<file path="src/rtl/serial_subtractor.sv">
// Bit-serial two's-complement subtractor: diff = a - b - borrow_in, LSB first,
// one bit per clock, with borrow/overflow/zero flags registered at completion.
module serial_subtractor #(
  parameter int unsigned WIDTH = 32
) (
  input  logic             clk,
  input  logic             reset,
  input  logic             start,
  input  logic [WIDTH-1:0] a,
  input  logic [WIDTH-1:0] b,
  input  logic             borrow_in,
  output logic             busy,
  output logic             done,
  output logic [WIDTH-1:0] diff,
  output logic             borrow,
  output logic             overflow,
  output logic             zero
);

  localparam int unsigned CW = $clog2(WIDTH);

  typedef enum logic [1:0] {IDLE, RUN, DONE} state_t;

  state_t           state;
  logic [WIDTH-1:0] a_sr;
  logic [WIDTH-1:0] b_sr;
  logic [WIDTH-1:0] shadow;
  logic             br;
  logic [CW-1:0]    cnt;

  logic             ai;
  logic             bi;
  logic             d;
  logic             br_nxt;
  logic             last;
  logic [WIDTH-1:0] shadow_nxt;

  // One full-subtractor slice on the current LSBs
  always_comb begin
    ai         = a_sr[0];
    bi         = b_sr[0];
    d          = ai ^ bi ^ br;
    br_nxt     = (~ai & bi) | (~(ai ^ bi) & br);
    shadow_nxt = {d, shadow[WIDTH-1:1]};
    last       = (cnt == CW'(WIDTH - 1));
  end

  always_ff @(posedge clk) begin
    if (reset) begin
      state    <= IDLE;
      a_sr     <= '0;
      b_sr     <= '0;
      shadow   <= '0;
      br       <= 1'b0;
      cnt      <= '0;
      busy     <= 1'b0;
      done     <= 1'b0;
      diff     <= '0;
      borrow   <= 1'b0;
      overflow <= 1'b0;
      zero     <= 1'b0;
    end else begin
      case (state)
        IDLE, DONE: begin
          done <= 1'b0;
          if (start) begin
            a_sr  <= a;
            b_sr  <= b;
            br    <= borrow_in;
            cnt   <= '0;
            busy  <= 1'b1;
            state <= RUN;
          end else begin
            state <= IDLE;
          end
        end
        RUN: begin
          a_sr   <= a_sr >> 1;
          b_sr   <= b_sr >> 1;
          br     <= br_nxt;
          shadow <= shadow_nxt;
          cnt    <= cnt + CW'(1);
          // Final slice sees the operand MSBs, so signed overflow is taken here
          if (last) begin
            state    <= DONE;
            busy     <= 1'b0;
            done     <= 1'b1;
            diff     <= shadow_nxt;
            borrow   <= br_nxt;
            overflow <= (ai ^ bi) & (d ^ ai);
            zero     <= (shadow_nxt == '0);
          end
        end
        default: state <= IDLE;
      endcase
    end
  end

endmodule

</file>
<file path="config.mk">
export PLATFORM = sky130hd
export DESIGN_NAME = serial_subtractor
export DESIGN_NICKNAME = d
export VERILOG_FILES = /design/src/rtl/serial_subtractor.sv
export SDC_FILE = /design/constraint.sdc
export NUM_CORES = 1
export LEC_CHECK = 0
export BUFFER_PORTS_ARGS = -buffer_cell sky130_fd_sc_hd__buf_2
export CAP_MARGIN = 40
export CORE_MARGIN = 2
export CORE_UTILIZATION = 55
export CTS_BUF_LIST = sky130_fd_sc_hd__clkbuf_16
export DETAILED_ROUTE_END_ITERATION = 6
export PLACE_DENSITY = 0.91
export SYNTH_ARGS = -nofsm -noshare
export SYNTH_HDL_FRONTEND = slang
export SYNTH_SLANG_ARGS = --single-unit
</file>
<file path="constraint.sdc">
create_clock -name clk -period 5.7 [get_ports clk]
set_input_delay 1.14 -clock clk [delete_from_list [all_inputs] [get_ports clk]]
set_output_delay 1.14 -clock clk [all_outputs]
set_load 0.02 [all_outputs]
</file>
==> flow_summary.json, run 1 <==
{
  "die_h_um": 102,
  "yosysSeqAreaShare": 0.533,
  "grt_overflow_total": 0,
  "min_period_over_period": 0.406,
  "clk_pin_slew_worst_paths_ns": 0.06,
  "via_per_inst": 5.54,
  "cts_buffers": 17,
  "fmaxAchievable_mhz": 432,
  "vias": 4693,
  "netlist_area_um2": 5260,
  "hold_depth": 2,
  "reg2regPathDepth": 7,
  "die-area_um2": 10400,
  "ys_warn_count": 0,
  "wl_um": 12100,
  "whs_endpoint": "diff[10]",
  "pre_cts_slack_ns": 2.97,
  "finalSetupViolCount": 0,
  "outcome": "finished, final reports clean",
  "endpoint_kind": "register",
  "cts_setup_buffers": 0,
  "r2r_end": "zero",
  "leakage_nw": 2.46,
  "hpwl_um": 7650,
  "syn_inst": 630,
  "grt_setup_unrepaired": "no",
  "start_kind": "input port",
  "grt_pass1_wl_um": 19900,
  "synth_fp_nets": 702,
  "ant_nets": 0,
  "cts_max_level": 4,
  "hold_viol_final": 0,
  "postSynthAreaPerCell_um2": 8.34,
  "clk_latency_ns": 0.42,
  "antenna_cells": 0,
  "synthToLayoutAreaGrowth_pct": 21.7,
  "wire_per_inst_um": 14.3,
  "initial_core_util": 0.569,
  "cts_tree": "done",
  "fin_ws_ns": 3.39,
  "final_layout_size_suffix_gt1_frac": 0.201,
  "post-route-util": 0.692,
  "hold_start": "diff[10]",
  "dr.pass1.iters": 5,
  "row_count": 35,
  "p_per_area_nw_per_um2": 369,
  "finish.net_count": 778,
  "max_slew_margin": 0.493,
  "die_w_um": 102,
  "io_buffers": 104,
  "synthTopCellsByArea": "dfxtp_1 53%, nand2_1 13%, a21oi_1 13%",
  "drtIter0Drc": 293,
  "period_needed_ns": 2.31,
  "ios": 105,
  "cp.required_ns": 6.04,
  "cts_resized": 0,
  "clock_path_buffers": 2,
  "gp_congestion": 0.786,
  "grt_pass1_vias": 4366,
  "synth_top_area_cell": "dfxtp_1",
  "ys_types": 28,
  "synth_top_area_frac": 0.533,
  "max_slew.worst_pin.slew_ns": 0.760,
  "ff2ff_setup_slack_ns": 3.49,
  "rr_startpoint": "cnt[0]",
  "post-route-drc-count": 0,
  "grt.total_usage": 0.240,
  "cts_root_buf": "clkbuf_16",
  "core_area_um2": 9240,
  "fin_skew_ns": 0.00689,
  "power_mw": 2.36,
  "synth_seq_cells": 140,
  "clkSinkCount": 140,
  "ir_drop_mv": 0.233,
  "crit_fanout": 43,
  "drv_slew": 0,
  "cp.arrival_ns": 2.66,
  "min_path_type": "reg2reg",
  "cts_hold_buffers": 0,
  "antenna_found_initial": 0,
  "worstSetupPathType": "in2reg",
  "place_area_um2": 5770,
  "grt_max_degree": 79,
  "drv_cap": 0,
  "design_area_um2": 6390,
  "tns_ns": 0
}
flip-flops by register name (all words and copies together) (netlist names):
register  count
a_sr         32
diff         32
busy          1
zero          1
state         2
borrow        1
b_sr         32
overflow      1
cnt           5
br            1
shadow       31
done          1
how the worst max path moves through the flow:
stage               depth (start not counted)       end      from  slack, ns
floorplan                                   6   a_sr[0]     start       3.65
global placement                            4  diff[31]  state[0]       2.97
detailed placement                          6  b_sr[31]     start       2.97
CTS                                         5  b_sr[25]     start       3.39
global route                                5  a_sr[13]     start       3.27
finish                                      5  b_sr[25]     start       3.39
power by group:
group | internal [mW] | leakage [nW] | switching [mW]
registers | 1.01 | 1.14 | 0.0210
clock network | 0.730 | 0.289 | 0.428
logic | 0.0638 | 1.03 | 0.104
routing by layer:
metal / up-vias / global-route usage / share of wire / routed length (um)
met5: - / 0 / 0 / 0
met4: 0 / 0.0707 / 0.0092 / 112
met3: 13 / 0.0718 / 0.077 / 933
met2: 179 / 0.406 / 0.50 / 6050
met1: 2184 / 0.295 / 0.41 / 5010
li1: 2317 / - / - / -
layout by cell type, fill, tap and decap left out, types with 4 or more instances in the layout:
master / n
bufinv_16: 4
buf_2: 103
a22oi_1: 67
nor2_1: 15
buf_4: 5
a21oi_1: 132
clkbuf_16: 17
dfxtp_1: 140
clkinvlp_4: 4
nand2_1: 189
nor4_1: 7
stage by stage:
| step | cells | hold slack [ns] |
|---|---|---|
| 6_report | 847 | 0.449 |
| 5_1_grt | 847 | 0.469 |
| 4_1_cts | 847 | 0.452 |
| 3_5_place_dp | 816 | 0.444 |
| 3_3_place_gp | 813 | 0.437 |
| 2_1_floorplan | 630 | 0.437 |
critical path, stage by stage:
cell and delay [ns]:
buf_2 0.10, nor2b_4 0.58, buf_4 0.50, a22oi_1 0.16
a21oi_1 0.17
kinds of logic after synthesis:
group / Yosys count / synth area share
simple gates: 227 / 0.175
compound gates: 203 / 0.226
flops: 140 / 0.533
buf+inv: 55 / 0.0531
fa+ha+maj: 4 / 0.0110
xor+xnor: 1 / 0.00167
Yosys cell counts, drive strengths merged:
master / n
xor2: 1
nor2: 16
a211oi: 2
or3: 2
and3: 1
nand2: 189
nand2b: 1
nor4: 7
nand3b: 2
nor2b: 2
nand3: 1
dfxtp: 140
buf: 24
fa: 1
nor4b: 1
o21ai: 2
and2: 1
nor3: 1
clkbuf: 30
nand4: 2
a21oi: 132
and2b: 1
a22oi: 67
ha: 3
inv: 1
cell type report:
cell class	count	area [um2]
clock inverters	14	194
inverters	1	3.75
fillers	736	2850
flip-flops and latches	140	2800
multi-input cells	435	2180
well taps	129	161
clock buffers	17	425
repair buffers	111	623
No activity file was read; power rests on OpenSTA's default activity.
==> inputs of run 2 (changes only) <==
--- a/config.mk
+++ b/config.mk
@@ -8,10 +8,10 @@
 export BUFFER_PORTS_ARGS = -buffer_cell sky130_fd_sc_hd__buf_2
 export CAP_MARGIN = 40
 export CORE_MARGIN = 2
-export CORE_UTILIZATION = 55
+export CORE_UTILIZATION = 49
 export CTS_BUF_LIST = sky130_fd_sc_hd__clkbuf_16
 export DETAILED_ROUTE_END_ITERATION = 6
-export PLACE_DENSITY = 0.91
+export PLACE_DENSITY = 0.86
 export SYNTH_ARGS = -nofsm -noshare
 export SYNTH_HDL_FRONTEND = slang
 export SYNTH_SLANG_ARGS = --single-unit
==> constraint.sdc (replaced) <==
create_clock -name clk -period 2.1 [get_ports clk]
set_input_delay 0.42 -clock clk [delete_from_list [all_inputs] [get_ports clk]]
set_output_delay 0.42 -clock clk [all_outputs]
set_load 0.02 [all_outputs]
==> run 2 against run 1 <==
Worst hold slack got worse by 0.17 ns. Critical path depth rose by 1. Via count rose by 0.55%. Setup slack got worse by 3.2 ns. Non-clock buffer count rose by 7. Sequential share of layout area rose by 0.52 points. Final cell count rose by 1.4%. Critical path type is now reg2reg.
==> flow_summary.json, run 2 (synthesis results as in run 1) <==
{
  "outcome": "finished, final reports clean",
  "grt.total_usage": 0.207,
  "start_kind": "register",
  "path_delay_family": "simple AND/OR/NAND/NOR gates",
  "vias": 4719,
  "clk_latency_ns": 0.40,
  "cp.required_ns": 2.43,
  "max_slew_margin": 0.658,
  "finish.net_count": 785,
  "max_stage_delay_ns": 0.58,
  "synthToLayoutAreaGrowth_pct": 20.2,
  "via_per_inst": 5.49,
  "drtIter0Drc": 235,
  "die_w_um": 108,
  "critical_path_buf_inv_count": 1,
  "antenna_cells": 0,
  "post-route-util": 0.609,
  "top_regs": "a_sr (32), b_sr (32), diff (32)",
  "tns_ns": 0,
  "post-route-drc-count": 0,
  "p_per_area_nw_per_um2": 915,
  "min_period_over_period": 0.927,
  "ir_drop_mv": 0.604,
  "rr_startpoint": "a_sr[0]",
  "row_count": 37,
  "ant_nets": 0,
  "hold_viol_final": 0,
  "cts_tree": "done",
  "min_path_type": "in2reg",
  "pre_cts_slack_ns": 0.0866,
  "hold_depth": 3,
  "cp_slowest_cell": "fa_2",
  "wire_per_inst_um": 13.7,
  "wl_um": 11800,
  "cts_root_buf": "clkbuf_16",
  "period_needed_ns": 1.95,
  "cts_setup_buffers": 0,
  "reg2regPathDepth": 6,
  "die_h_um": 108,
  "grt_overflow_total": 0,
  "final_cell_mix": "189 x nand2_1, 140 x dfxtp_1, 132 x a21oi_1",
  "leakage_nw": 2.45,
  "clock_path_buffers": 2,
  "cts_hold_buffers": 0,
  "hpwl_um": 7790,
  "fin_ws_ns": 0.154,
  "critical_path.cell_chain": "inv_1 > fa_2 > nor4b_4 > nand4_1 > or3_1 > a21oi_1",
  "worstSetupPathType": "reg2reg",
  "whs_endpoint": "b_sr[31]",
  "cts_buffers": 17,
  "cts_max_level": 4,
  "clk_pin_slew_worst_paths_ns": 0.05,
  "endpoint_kind": "register",
  "crit_fanout": 4,
  "final_common_cell": "nand2_1",
  "r2r_end": "zero",
  "hold_start": "b[31]",
  "max_slew.worst_pin.slew_ns": 0.513,
  "ios": 105,
  "ff2ff_setup_slack_ns": 0.15,
  "antenna_found_initial": 0,
  "grt_max_degree": 53,
  "fin_skew_ns": 0.00955,
  "cp.arrival_ns": 2.27,
  "core_area_um2": 10400,
  "clkSinkCount": 140,
  "dr.pass1.iters": 5,
  "io_buffers": 104,
  "grt_pass1_vias": 4386,
  "finalSetupViolCount": 0,
  "die-area_um2": 11600,
  "final_layout_size_suffix_gt1_frac": 0.205,
  "drv_cap": 0,
  "fmaxAchievable_mhz": 514,
  "gp_congestion": 0.795,
  "grt_pass1_wl_um": 19400,
  "initial_core_util": 0.507,
  "grt_setup_unrepaired": "no",
  "drv_slew": 0
}
==> run 2: how the worst max path moves through the flow <==
stage	from	end	slack, ns	cells after the start
after floorplan	a_sr[0]	zero	0.23	6
after global placement	a_sr[0]	zero	0.16	6
after detailed placement	a_sr[0]	zero	0.09	6
after CTS	a_sr[0]	zero	0.06	6
after global routing	a_sr[0]	zero	0.01	6
final	a_sr[0]	zero	0.15	6
==> run 2: what timing repair did <==
item                                    CTS  global route
pin swaps                                 0             1
resized for setup                         1             2
endpoints found under the setup margin    1             1
==> run 2: power by group <==
| group | total (mW) | leakage, nW | switching [mW] | internal (mW) |
|---|---|---|---|---|
| registers | 2.81 | 1.14 | 0.0585 | 2.76 |
| logic | 0.460 | 1.07 | 0.279 | 0.181 |
| clock network | 2.51 | 0.243 | 1.05 | 1.46 |
| total | 5.78 | 2.45 | 1.39 | 4.39 |
==> run 2: final cells by class <==
class,count,area [um2]
multi-input cells,435,2200
inverters,1,3.75
clock inverters,12,62.6
flip-flops and latches,140,2800
fillers,898,4050
clock buffers,17,425
well taps,136,170
repair buffers,118,653
==> run 2: per-layer routing <==
layer | global-route usage | vias to the layer above | part of all wire
met2 | 0.347 | 153 | 0.50
met5 | 0 | - | 0
met3 | 0.0732 | 13 | 0.074
met1 | 0.252 | 2222 | 0.42
li1 | - | 2331 | -
met4 | 0.0568 | 0 | 0.011
==> run 2: metrics by stage <==
step                power (mW)  instance area (um2)  hold WS [ns]  instances
global route              6.01                 6320         0.294        859
detailed placement        3.32                 5810         0.444        830
floorplan                 3.18                 5260         0.437        630
finish                    5.78                 6320         0.282        859
global placement          3.29                 5810         0.440        830
CTS                       5.82                 6310         0.269        859
==> run 2: worst reg2reg max path, cell delays in order, from the launching register on <==
cell     delay [ns]
dfxtp_1        0.35
inv_1          0.08
fa_2           0.58
nor4b_4        0.21
nand4_1        0.15
or3_1          0.38
a21oi_1        0.14
